===== src/rtl/mx_int8_sum_seq_if.sv =====
// mx_int8_sum_seq_if
// Groups the element-beat input stream and the result output stream of the
// MXINT8 block summer into one bundle.
//   in_valid/in_ready  : element beat handshake (producer -> summer)
//   in_scale           : E8M0 block scale, meaningful on beat 0 only
//   in_elem            : signed two's-complement element
//   out_valid/out_ready: result handshake (summer -> consumer)
//   out_scale, out_sum, out_nan : result scale, element and NaN flag
// Modports: master = the side feeding beats and consuming results,
//           slave  = the summer itself.
interface mx_int8_sum_seq_if #(
  parameter int SCALE_W = 8,
  parameter int ELEM_W  = 8
);
  logic               in_valid;
  logic               in_ready;
  logic [SCALE_W-1:0] in_scale;
  logic [ELEM_W-1:0]  in_elem;
  logic               out_valid;
  logic               out_ready;
  logic [SCALE_W-1:0] out_scale;
  logic [ELEM_W-1:0]  out_sum;
  logic               out_nan;

  modport master (
    output in_valid, in_scale, in_elem, out_ready,
    input  in_ready, out_valid, out_scale, out_sum, out_nan
  );

  modport slave (
    input  in_valid, in_scale, in_elem, out_ready,
    output in_ready, out_valid, out_scale, out_sum, out_nan
  );
endinterface


===== src/rtl/mx_int8_sum_seq.sv =====
// mx_int8_sum_seq
// Sums one MX block of BLOCK_SIZE signed MXINT8 elements sharing an E8M0
// scale, then renormalises the sum back into an 8-bit element by arithmetic
// right shifts, bumping the scale once per shift. A scale that ends at or
// above the all-ones code is reported as NaN.
// Ports:
//   clk   : clock, rising edge
//   rst_n : asynchronous active-low reset
//   mx    : mx_int8_sum_seq_if.slave (beat stream in, result stream out)
// Optional feature macro: MXINT8_SUM_NAN_CHECK_EN
//   When defined, a block scale of all-ones or any element equal to the
//   most-negative code marks the block as NaN. When undefined, those codes
//   are ordinary values and only scale overflow yields NaN.
module mx_int8_sum_seq #(
  parameter int BLOCK_SIZE = 32,
  parameter int SCALE_W    = 8,
  parameter int ELEM_W     = 8
) (
  input  logic             clk,
  input  logic             rst_n,
  mx_int8_sum_seq_if.slave mx
);

  // 13 bits holds 32 x (-128) exactly; larger blocks would need a wider sum.
  localparam int ACC_W = 13;
  localparam int CNT_W = (BLOCK_SIZE > 1) ? $clog2(BLOCK_SIZE) : 1;

  localparam logic signed [ACC_W-1:0] ACC_MAX   = ACC_W'((1 << (ELEM_W - 1)) - 1);
  localparam logic signed [ACC_W-1:0] ACC_MIN   = -ACC_MAX;
  localparam logic [CNT_W-1:0]        LAST_BEAT = CNT_W'(BLOCK_SIZE - 1);
  localparam logic [SCALE_W:0]        SCALE_NAN = {1'b0, {SCALE_W{1'b1}}};
  localparam logic [ELEM_W-1:0]       ELEM_NAN  = {1'b1, {(ELEM_W - 1){1'b0}}};

  typedef enum logic [1:0] {
    ACC,
    NORM,
    OUT
  } state_e;

  state_e                  state_q, state_d;
  logic [CNT_W-1:0]        cnt_q, cnt_d;
  logic signed [ACC_W-1:0] acc_q, acc_d;
  logic [SCALE_W:0]        scale_q, scale_d;
  logic                    nan_q, nan_d;

  logic                    beat_fire;
  logic                    beat_nan;
  logic                    in_range;
  logic                    res_nan;
  logic signed [ACC_W-1:0] elem_ext;

  assign mx.in_ready = (state_q == ACC);
  assign beat_fire   = mx.in_valid && mx.in_ready;
  assign elem_ext    = {{(ACC_W - ELEM_W){mx.in_elem[ELEM_W-1]}}, mx.in_elem};
  assign in_range    = (acc_q <= ACC_MAX) && (acc_q >= ACC_MIN);

`ifdef MXINT8_SUM_NAN_CHECK_EN
  // The scale only counts on beat 0, where it is captured.
  assign beat_nan = (mx.in_elem == ELEM_NAN) ||
                    ((cnt_q == '0) && (mx.in_scale == {SCALE_W{1'b1}}));
`else
  assign beat_nan = 1'b0;
`endif

  // Scale can climb past the all-ones code during normalisation; the extra
  // scale bit lets that overflow be seen instead of wrapping.
  assign res_nan = nan_q || (scale_q >= SCALE_NAN);

  // Outputs come straight from the block registers, so they are frozen for
  // as long as the FSM sits in OUT and read as zero straight out of reset.
  assign mx.out_valid = (state_q == OUT);
  assign mx.out_nan   = res_nan;
  assign mx.out_scale = res_nan ? {SCALE_W{1'b1}} : scale_q[SCALE_W-1:0];
  assign mx.out_sum   = res_nan ? ELEM_NAN : acc_q[ELEM_W-1:0];

  always_ff @(posedge clk or negedge rst_n) begin
    if (!rst_n) begin
      state_q <= ACC;
      cnt_q   <= '0;
      acc_q   <= '0;
      scale_q <= '0;
      nan_q   <= 1'b0;
    end else begin
      state_q <= state_d;
      cnt_q   <= cnt_d;
      acc_q   <= acc_d;
      scale_q <= scale_d;
      nan_q   <= nan_d;
    end
  end

  // Beat 0 overwrites the accumulator, scale and NaN flag, so no separate
  // clear is needed between blocks.
  always_comb begin
    state_d = state_q;
    cnt_d   = cnt_q;
    acc_d   = acc_q;
    scale_d = scale_q;
    nan_d   = nan_q;
    case (state_q)
      ACC: begin
        if (beat_fire) begin
          if (cnt_q == '0) begin
            acc_d   = elem_ext;
            scale_d = {1'b0, mx.in_scale};
            nan_d   = beat_nan;
          end else begin
            acc_d = acc_q + elem_ext;
            nan_d = nan_q || beat_nan;
          end
          if (cnt_q == LAST_BEAT) begin
            cnt_d   = '0;
            state_d = NORM;
          end else begin
            cnt_d = cnt_q + 1'b1;
          end
        end
      end
      NORM: begin
        // >>> on a signed value floors, so negative sums round toward -inf.
        if (!in_range) begin
          acc_d   = acc_q >>> 1;
          scale_d = scale_q + 1'b1;
        end else begin
          state_d = OUT;
        end
      end
      OUT: begin
        if (mx.out_ready) begin
          state_d = ACC;
        end
      end
      default: begin
        state_d = ACC;
      end
    endcase
  end

endmodule


===== src/flat_wrapper.sv =====
// flat-port wrapper written by rule: the top's interface ports become plain ports
module mx_int8_sum_seq_flat 
#(
  parameter int BLOCK_SIZE = 32,
  parameter int SCALE_W    = 8,
  parameter int ELEM_W     = 8
)
  (clk, rst_n, mx_in_valid, mx_in_scale, mx_in_elem, mx_out_ready, mx_in_ready, mx_out_valid, mx_out_scale, mx_out_sum, mx_out_nan);
  mx_int8_sum_seq_if #(.SCALE_W(SCALE_W), .ELEM_W(ELEM_W)) mx_i ();
  input  logic clk;
  input  logic rst_n;
  input wire logic [$bits(mx_i.in_valid)-1:0] mx_in_valid;
  input wire logic [$bits(mx_i.in_scale)-1:0] mx_in_scale;
  input wire logic [$bits(mx_i.in_elem)-1:0] mx_in_elem;
  input wire logic [$bits(mx_i.out_ready)-1:0] mx_out_ready;
  output wire logic [$bits(mx_i.in_ready)-1:0] mx_in_ready;
  output wire logic [$bits(mx_i.out_valid)-1:0] mx_out_valid;
  output wire logic [$bits(mx_i.out_scale)-1:0] mx_out_scale;
  output wire logic [$bits(mx_i.out_sum)-1:0] mx_out_sum;
  output wire logic [$bits(mx_i.out_nan)-1:0] mx_out_nan;
  assign mx_i.in_valid = mx_in_valid;
  assign mx_i.in_scale = mx_in_scale;
  assign mx_i.in_elem = mx_in_elem;
  assign mx_i.out_ready = mx_out_ready;
  assign mx_in_ready = mx_i.in_ready;
  assign mx_out_valid = mx_i.out_valid;
  assign mx_out_scale = mx_i.out_scale;
  assign mx_out_sum = mx_i.out_sum;
  assign mx_out_nan = mx_i.out_nan;
  mx_int8_sum_seq #(.BLOCK_SIZE(BLOCK_SIZE), .SCALE_W(SCALE_W), .ELEM_W(ELEM_W)) u_core (.clk(clk), .rst_n(rst_n), .mx(mx_i));
endmodule

===== config.mk =====
export PLATFORM = sky130hd
export DESIGN_NAME = mx_int8_sum_seq_flat
export DESIGN_NICKNAME = d
export VERILOG_FILES = /design/src/rtl/mx_int8_sum_seq_if.sv /design/src/rtl/mx_int8_sum_seq.sv /design/src/flat_wrapper.sv
export SDC_FILE = /design/constraint.sdc
export NUM_CORES = 1
export LEC_CHECK = 0
export BUFFER_PORTS_ARGS = -buffer_cell sky130_fd_sc_hd__buf_2
export CAP_MARGIN = 20
export CORE_ASPECT_RATIO = 1.1
export CORE_MARGIN = 4
export CORE_UTILIZATION = 54
export DETAILED_ROUTE_END_ITERATION = 10
export GPL_TIMING_DRIVEN = 0
export PLACE_DENSITY_LB_ADDON = 0.15
export SLEW_MARGIN = 20
export SYNTH_ARGS = -nofsm -noshare
export SYNTH_HDL_FRONTEND = slang
export SYNTH_SLANG_ARGS = --single-unit
export TNS_END_PERCENT = 30

===== constraint.sdc =====
create_clock -name clk -period 2.9 [get_ports clk]
set_input_delay 0.145 -clock clk [delete_from_list [all_inputs] [get_ports clk]]
set_output_delay 0.145 -clock clk [all_outputs]
set_load 0.005 [all_outputs]

======== After elaboration in Yosys (flattened, before gate mapping) ========
Cells that the tools add are included.
storage, ports and cells
  bits in registers ....................... 29
  input port bits ......................... 20
  output and inout port bits .............. 19
  word-level logic and storage cells ...... 47
cells by class
  $add $sub $neg .......................... 3
  order comparisons ....................... 3
  equality and inequality tests ........... 9
  muxes and demuxes ....................... 16
  bitwise operators ....................... 1
  reduce and logical (&&, ||, !) cells .... 10
operator list
  cell                 number
  $mux 9               3
  $mux 13              2
  $pmux 13 s2          1
  $pmux 9 s2           1
  $mux 8               2
  $add 13x8->13        1
  $ge 13x8->1 const B  1
  $le 13x8->1 const B  1
  $mux 12              1
  $ne 2x2->1 const B   5
  $add 9x1->9 const B  1
  $ge 9x8->1 const B   1
  $mux 2               4
  $reduce_and 4->1     2
  $pmux 2 s3           1
  $reduce_and 3->1     2
  $add 5x1->5 const B  1
  $eq 5x5->1 const B   1
  $logic_not 5->1      1
  $mux 5               1
  $eq 2x1->1 const B   1
  $eq 2x2->1 const B   1
  $logic_and 1x1->1    2
  $logic_not 2->1      1
  4 further kinds      4

======== Longest topological paths before layout ========
Gate-level depths: netlist of the first run.
  word-level depth ........................ 4
  gate-level depth with buffers ........... 9

======== Worst setup path after synthesis of the first run ========
No wires, ideal clock.
  path kind ............................... flip-flop to flip-flop
  start ................................... register u_core.acc_q[0]
  end ..................................... register u_core.acc_q[12]
  setup time .............................. 0.125 ns
  arrival time ............................ 2.232 ns
  data required time ...................... 2.775 ns
  slack ................................... 0.543 ns
  stages on the path, launching flop included .. 9
  clock period less this slack ............ 2.357 ns
  path through ............................ dfrtp_1 ha_1 fa_1 a211oi_1 nor2_1 o22a_1 a31o_2 a21oi_1 mux2_2
between the ends
  longest elaborated chain between the ends .. 4
ends and longest elaborated chain
  item                      line                    RTL
  start: declaration        mx_int8_sum_seq.sv:42   logic signed [ACC_W-1:0] acc_q, acc_d;
  start signal: assignment  mx_int8_sum_seq.sv:80   acc_q <= '0;
  start signal: assignment  mx_int8_sum_seq.sv:86   acc_q <= acc_d;
  $add 13x8->13             mx_int8_sum_seq.sv:108  acc_d = acc_q + elem_ext;
  $mux 13                   mx_int8_sum_seq.sv:103  if (cnt_q == '0) begin
  $mux 13                   mx_int8_sum_seq.sv:102  if (beat_fire) begin
  $pmux 13 s2               mx_int8_sum_seq.sv:100  case (state_q)
Every way passes these cells. The select of a mux whose other input is x is not followed.
A chain may end at the register's enable or synchronous reset.

======== Final worst setup path of the first run ========
Ends and elaborated chain as after synthesis.

==> metrics, run 1 <==
GRT Util Overall 0.229; area of the die 5640 um2; commonest non-fill, non-tap cells in the layout nand2_1 (40), buf_2 (40), nor2_1 (29), dfrtp_1 (29), a21oi_1 (22); clk buf depth 2; DRC errors left 0; min Tclk post-route 2540 ps; Psw 1350 uW; Antenna Nets Post-Route 0; vias in the first global route 2203; sequential-to-total area share from yosys stat 0.298; Post-Syn Instances 301; CTS tree done; Synth Flop Type dfrtp_1; final clock skew 3.82 ps; number of DRC markers in iteration 0 121; post-synth cell types 55; GRT overflow 0; Slew Limit Fails 0; EDFF count, synth 0; Ant. Diodes 0; die width 72.0 um; Synth async-reset ratio 1.00; synth warn 0; syn_nets 339; clk sinks 29; simple-gate share of the synthesized area 0.263; Clock Latency Late Sink 280 ps; post-synth top area share 0.298; largest net degree at the start of global routing 30; Clock power frac 0.125; Slew headroom 0.569; HPWL after DPL 4500 um; Tightest Pin Transition 647 ps; Peak Freq 0.394 GHz; # rows 25; Die Y-Extent 78.4 um; Total Wirelength 5910 um; Final GP Congestion 0.813; crit start category flop; Worst setup EP type flop; Comb pwr share 0.586; leading area contributor after synthesis dfrtp_1; power density cells 1070 nW/um2; layout cells sized above 1 0.190; Final TNS setup 0 ps; # fillers 397; Worst VDD drop 464 uV; Max-Cap Viols 0; IO Pins 39; fin crit share 0.875; compound-cell area share of the yosys netlist 0.252; Syn Std Cell Area 2430 um2; Lkg Pwr 0.00128 uW; Net Sw Frac 0.450; synth top area cells dfrtp_1 (30%), ha_1 (8.7%), nand2_1 (6.2%), a21oi_1 (4.5%), nor2_1 (4.5%); H-Tree Level Count 2; CP Data Arrival Time 2710 ps; WS Path Type flop to flop; WL/cell 14.7 um; final hold violation count 0; sequential share of power 0.289; RSZ-0062 raised after global routing no; DRT Pass-1 Iters 4; Initial Util 0.563; P&R area growth vs syn 15.4%; largest family of logic cells by synthesized area simple AND/OR/NAND/NOR gates; Core Area 4320 um2; Tightest Hold Check Type input port to flop; first-pass GRT wire length 10300 um; total clock buffers created by CTS 5; CTS clk-pin slew, worst paths 60 ps; via count 2333; Crit path required time 3070 ps; mux share of post-synthesis cell area 0.0231; Synth Area in Adders 0.0957; final setup fails 0; Cell Int Power 1640 uW; xor/xnor cell area share of the yosys netlist 0.0216; synthesized flop and latch total 29; status finished, final reports clean; CP max FO 4; vias per std cell 5.80; IO Port Bufs 38; Root Buffer clkbuf_8; dpl cell area 2690 um2; Syn Area/Cell 8.08 um2; # nets final 385; initial antenna violation count 0; final core occ 0.650; fin area 2810 um2
[power by group through the flow]
| stage | clock (uW) | combinational, uW | sequential (uW) |
|---|---|---|---|
| after global placement | 0 | 1710 | 857 |
| after detailed placement | 0 | 1750 | 866 |
| after floorplan | 0 | 1370 | 780 |
| after CTS | 378 | 1760 | 859 |
| after global routing | 401 | 2000 | 901 |
| final | 373 | 1750 | 865 |
[worst paths after layout]
check	slack, ps	endpoint	from	cells past startpoint
worst max register to register	360	u_core.acc_q[12]	u_core.acc_q[0]	8
min in group asynchronous	420	u_core.scale_q[4]	rst_n	2
worst min-delay path	120	u_core.scale_q[0]	mx_in_scale[0]	3
worst min register to register	560	u_core.acc_q[0]	u_core.acc_q[0]	2
max in group asynchronous	2060	u_core.acc_q[1]	rst_n	2
worst max-delay path	360	u_core.acc_q[12]	u_core.acc_q[0]	8
[registers in the layout (all words and copies together) (netlist names)]
name / flops
u_core.cnt_q: 5
u_core.state_q: 2
u_core.scale_q: 9
u_core.acc_q: 13
[cells by family after synthesis]
group,after synthesis
compound gates,92
mux,5
xor+xnor,6
simple gates,128
flops,29
buf+inv,23
fa+ha+maj,18
[what timing repair did]
item | 4_1_cts | 5_1_grt
gates resized for setup | 0 | 1
setup endpoints to repair | 0 | 5
hold buffers | 1 | 0
setup buffers | 0 | 0
endpoints found under the hold margin | 29 | 0
[area by class of cell]
| type | count | area, um2 | share of cell area |
|---|---|---|---|
| inverter | 8 | 30.0 | 0.0107 |
| multi-input combinational | 249 | 1600 | 0.570 |
| buffer | 15 | 82.6 | 0.0294 |
| sequential | 29 | 726 | 0.259 |
| clock buffer | 7 | 96.3 | 0.0343 |
| tap | 54 | 67.6 | 0.0241 |
| timing repair buffer | 39 | 200 | 0.0713 |
| clock inverter | 1 | 5.00 | 0.00178 |
[routing by layer]
layer / vias up / global-route usage / routed length [um]
li1: 1197 / - / -
met1: 1077 / 0.293 / 2680
met2: 51 / 0.388 / 2860
met3: 8 / 0.0384 / 272
met4: 0 / 0.0771 / 93
met5: - / 0 / 0
[cells in the mapped netlist, types with 4 or more instances]
| master | n |
|---|---|
| a211oi_1 | 9 |
| a21o_1 | 5 |
| a21oi_1 | 22 |
| a31oi_1 | 6 |
| and2_1 | 9 |
| clkbuf_1 | 8 |
| dfrtp_1 | 29 |
| ha_1 | 17 |
| inv_1 | 8 |
| mux2_2 | 5 |
| nand2_1 | 40 |
| nand2b_1 | 7 |
| nand3_1 | 13 |
| nand4_1 | 4 |
| nor2_1 | 29 |
| nor3_1 | 8 |
| o211ai_1 | 4 |
| o21ai_0 | 20 |
| o22ai_1 | 4 |
| or3_1 | 6 |
| xnor2_1 | 5 |
[worst max-delay path, cell delays in order (launching register included)]
cell	delay, ps
dfrtp_1	420
ha_1	230
fa_1	420
a211oi_1	220
nor2_1	110
o22a_1	230
a31o_2	270
a21oi_1	180
mux2_2	350
[metrics by stage]
step	hold slack [ps]	power (uW)	worst slack, ps	std cells
global placement	215	2570	343	393
finish	115	2990	361	402
CTS	111	3000	202	402
floorplan	-151	2150	543	301
global route	115	3310	220	402
detailed placement	210	2620	359	393
(Power assumes the default switching activity.)
==> run 2: changes to the inputs <==
--- a/config.mk
+++ b/config.mk
@@ -10,9 +10,10 @@
 export CORE_ASPECT_RATIO = 1.1
 export CORE_MARGIN = 4
 export CORE_UTILIZATION = 54
+export CTS_CLUSTER_DIAMETER = 50
 export DETAILED_ROUTE_END_ITERATION = 10
 export GPL_TIMING_DRIVEN = 0
-export PLACE_DENSITY_LB_ADDON = 0.15
+export PLACE_DENSITY = 0.83
 export SLEW_MARGIN = 20
 export SYNTH_ARGS = -nofsm -noshare
 export SYNTH_HDL_FRONTEND = slang
==> run 2 against run 1 <==
Compared with the run above:
- combinational power about the same
- largest cell class unchanged
- clock-buffer cell count decreased by 2
- critical path depth unchanged
- hold slack got worse by 2.8 ps
- non-clock buffer count unchanged
- via count increased by 1.7%
- sequential cell count unchanged
- utilization decreased by 0.35 points
- sequential share of layout area increased by 0.14 points
- critical path type unchanged
==> metrics, run 2 (same netlist as run 1, synthesis figures left out) <==
Post CTS Setup Buffer Count 0 (unchanged); max reg flops 13 (unchanged); Tightest Hold Check Type input port to flop; WL/cell 14.9 um (+1.6%); Final GP Congestion 0.844 (+3.9%); Crit path required time 3070 ps (about the same); Worst setup EP type flop; dpl cell area 2690 um2 (unchanged); min-delay src mx_in_scale[0]; first-pass GRT wire length 10100 um (-2.7%); WHS 112 ps (-2.85 ps); R2R depth 8 (unchanged); Antenna Nets Post-Route 0 (unchanged); RSZ-0062 raised after global routing no; met3 Resource Use GR 0.0474 (+0.00896); Die Y-Extent 78.4 um (unchanged); Core Area 4320 um2 (unchanged); final core occ 0.647 (-0.00348); Initial Util 0.563 (unchanged); Slew Limit Fails 0 (unchanged); Slew headroom 0.568 (-0.00108); number of DRC markers in iteration 0 133 (+9.9%); Most Crowded Layer GR met2; met2 Usage GRT 0.376 (-0.0119); largest net degree at the start of global routing 30 (unchanged); power density cells 1060 nW/um2 (-0.22%); vias in the first global route 2230 (+1.2%); pre-CTS setup slack 295 ps (-64.7 ps); final clock skew 2.58 ps (-1.24 ps); setup slack, reg-to-reg 250 ps (-110 ps); min Tclk post-route 2650 ps (+113 ps); CTS tree done; Tightest Pin Transition 648 ps (+1.62 ps); GRT Util Overall 0.223 (-0.00558); via count 2372 (+1.7%); final hold violation count 0 (unchanged); P&R area growth vs syn 14.8%; HPWL after DPL 4500 um (about the same); worst setup margin 248 ps (-113 ps); fin crit share 0.915 (+0.0391); # nets final 385 (unchanged); Reg2Reg Launch Point u_core.acc_q[0]; initial antenna violation count 0 (unchanged); Ant. Diodes 0 (unchanged); WHS Path Cells 3 (unchanged); fin area 2790 um2 (-0.53%); DRT Pass-1 Iters 4 (unchanged); layout cells sized above 1 0.190 (unchanged); IO Port Bufs 38 (unchanged); CTS clk-pin slew, worst paths 60 ps (about the same); DRC errors left 0 (unchanged); Clock Latency Late Sink 280 ps (about the same); GRT overflow 0 (unchanged); clk buf depth 2 (unchanged); WS Path Type flop to flop; crit start category flop; met1 GRT Util 0.274 (-0.0186); Hold Crit Endpoint u_core.scale_q[0]; Worst VDD drop 506 uV (+8.9%); largest registers u_core.acc_q: 13 flops, u_core.scale_q: 9 flops, u_core.cnt_q: 5 flops; # rows 25 (unchanged); Lkg Pwr 0.00127 uW (-0.81%); Final TNS setup 0 ps (unchanged); Peak Freq 0.377 GHz (-4.3%); H-Tree Level Count 2 (unchanged); Total Wirelength 6000 um (+1.6%); reg2reg end u_core.acc_q[12]; IO Pins 39 (unchanged); area of the die 5640 um2 (unchanged); final setup fails 0 (unchanged); Root Buffer clkbuf_8; clk sinks 29 (unchanged); Max-Cap Viols 0 (unchanged); total clock buffers created by CTS 5 (unchanged); CP Data Arrival Time 2820 ps (+110 ps); commonest non-fill, non-tap cells in the layout nand2_1 (40), buf_2 (40), nor2_1 (29), dfrtp_1 (29), a21oi_1 (22); vias per std cell 5.90 (+1.7%); CP max FO 4 (unchanged); die width 72.0 um (unchanged); Largest Register u_core.acc_q; status finished, final reports clean
run 2: changes by cell type in the layout (fill, tap and decap cells not counted):
cell and change:
clkinv_2 +1, clkbuf_8 -2, clkinvlp_4 +1
run 2: metrics by stage:
stage / total power (uW) / std cells
floorplan: 2150 / 301
global placement: 2560 / 393
detailed placement: 2620 / 393
CTS: 2960 / 402
global route: 3240 / 402
finish: 2970 / 402
run 2: critical path, cell delays in order, from the launching register on:
cell      delay (ps)
dfrtp_1          430
ha_1             250
fa_1             430
a211oi_1         250
nor2_1           120
o22a_1           220
a31o_2           280
a21oi_1          200
mux2_2           350
run 2: final cells by class:
| class | count | area, um2 |
|---|---|---|
| Timing Repair Buffer | 39 | 200 |
| Tap cell | 54 | 67.6 |
| Fill cell | 409 | 1530 |
| Inverter | 8 | 30.0 |
| Clock buffer | 5 | 68.8 |
| Multi-Input combinational cell | 249 | 1600 |
| Sequential cell | 29 | 726 |
| Clock inverter | 3 | 17.5 |
| Buffer | 15 | 82.6 |
run 2: how the worst max path moves through the flow:
stage                      startpoint               end  slack (ps)  depth (start not counted)
floorplan             u_core.acc_q[0]  u_core.acc_q[12]         540                          8
global placement      u_core.acc_q[0]  u_core.acc_q[12]         350                          8
detailed placement    u_core.acc_q[0]  u_core.acc_q[12]         290                          8
CTS                 u_core.scale_q[0]     mx_out_sum[3]         210                          8
global route          u_core.acc_q[0]  u_core.acc_q[12]         140                          8
finish                u_core.acc_q[0]  u_core.acc_q[12]         250                          8
run 2: metal layers:
| layer | vias to the layer above | share of wire |
|---|---|---|
| met2 | 63 | 0.50 |
| met5 | - | 0 |
| met4 | 0 | 0.023 |
| met1 | 1103 | 0.43 |
| met3 | 15 | 0.050 |
| li1 | 1191 | - |
run 2: what timing repair did:
action                                 in CTS  in global routing
endpoints found under the hold margin      29                  0
hold buffers                                1                  0
gates resized for setup                     0                  1
setup endpoints to repair                   0                  2
run 2: power by group:
| group | total [uW] | internal (uW) | switching (uW) | leakage, uW |
|---|---|---|---|---|
| sequential | 862 | 597 | 265 | 0.000344 |
| combinational | 1780 | 836 | 942 | 0.000880 |
| clock | 328 | 165 | 163 | 0.0000439 |
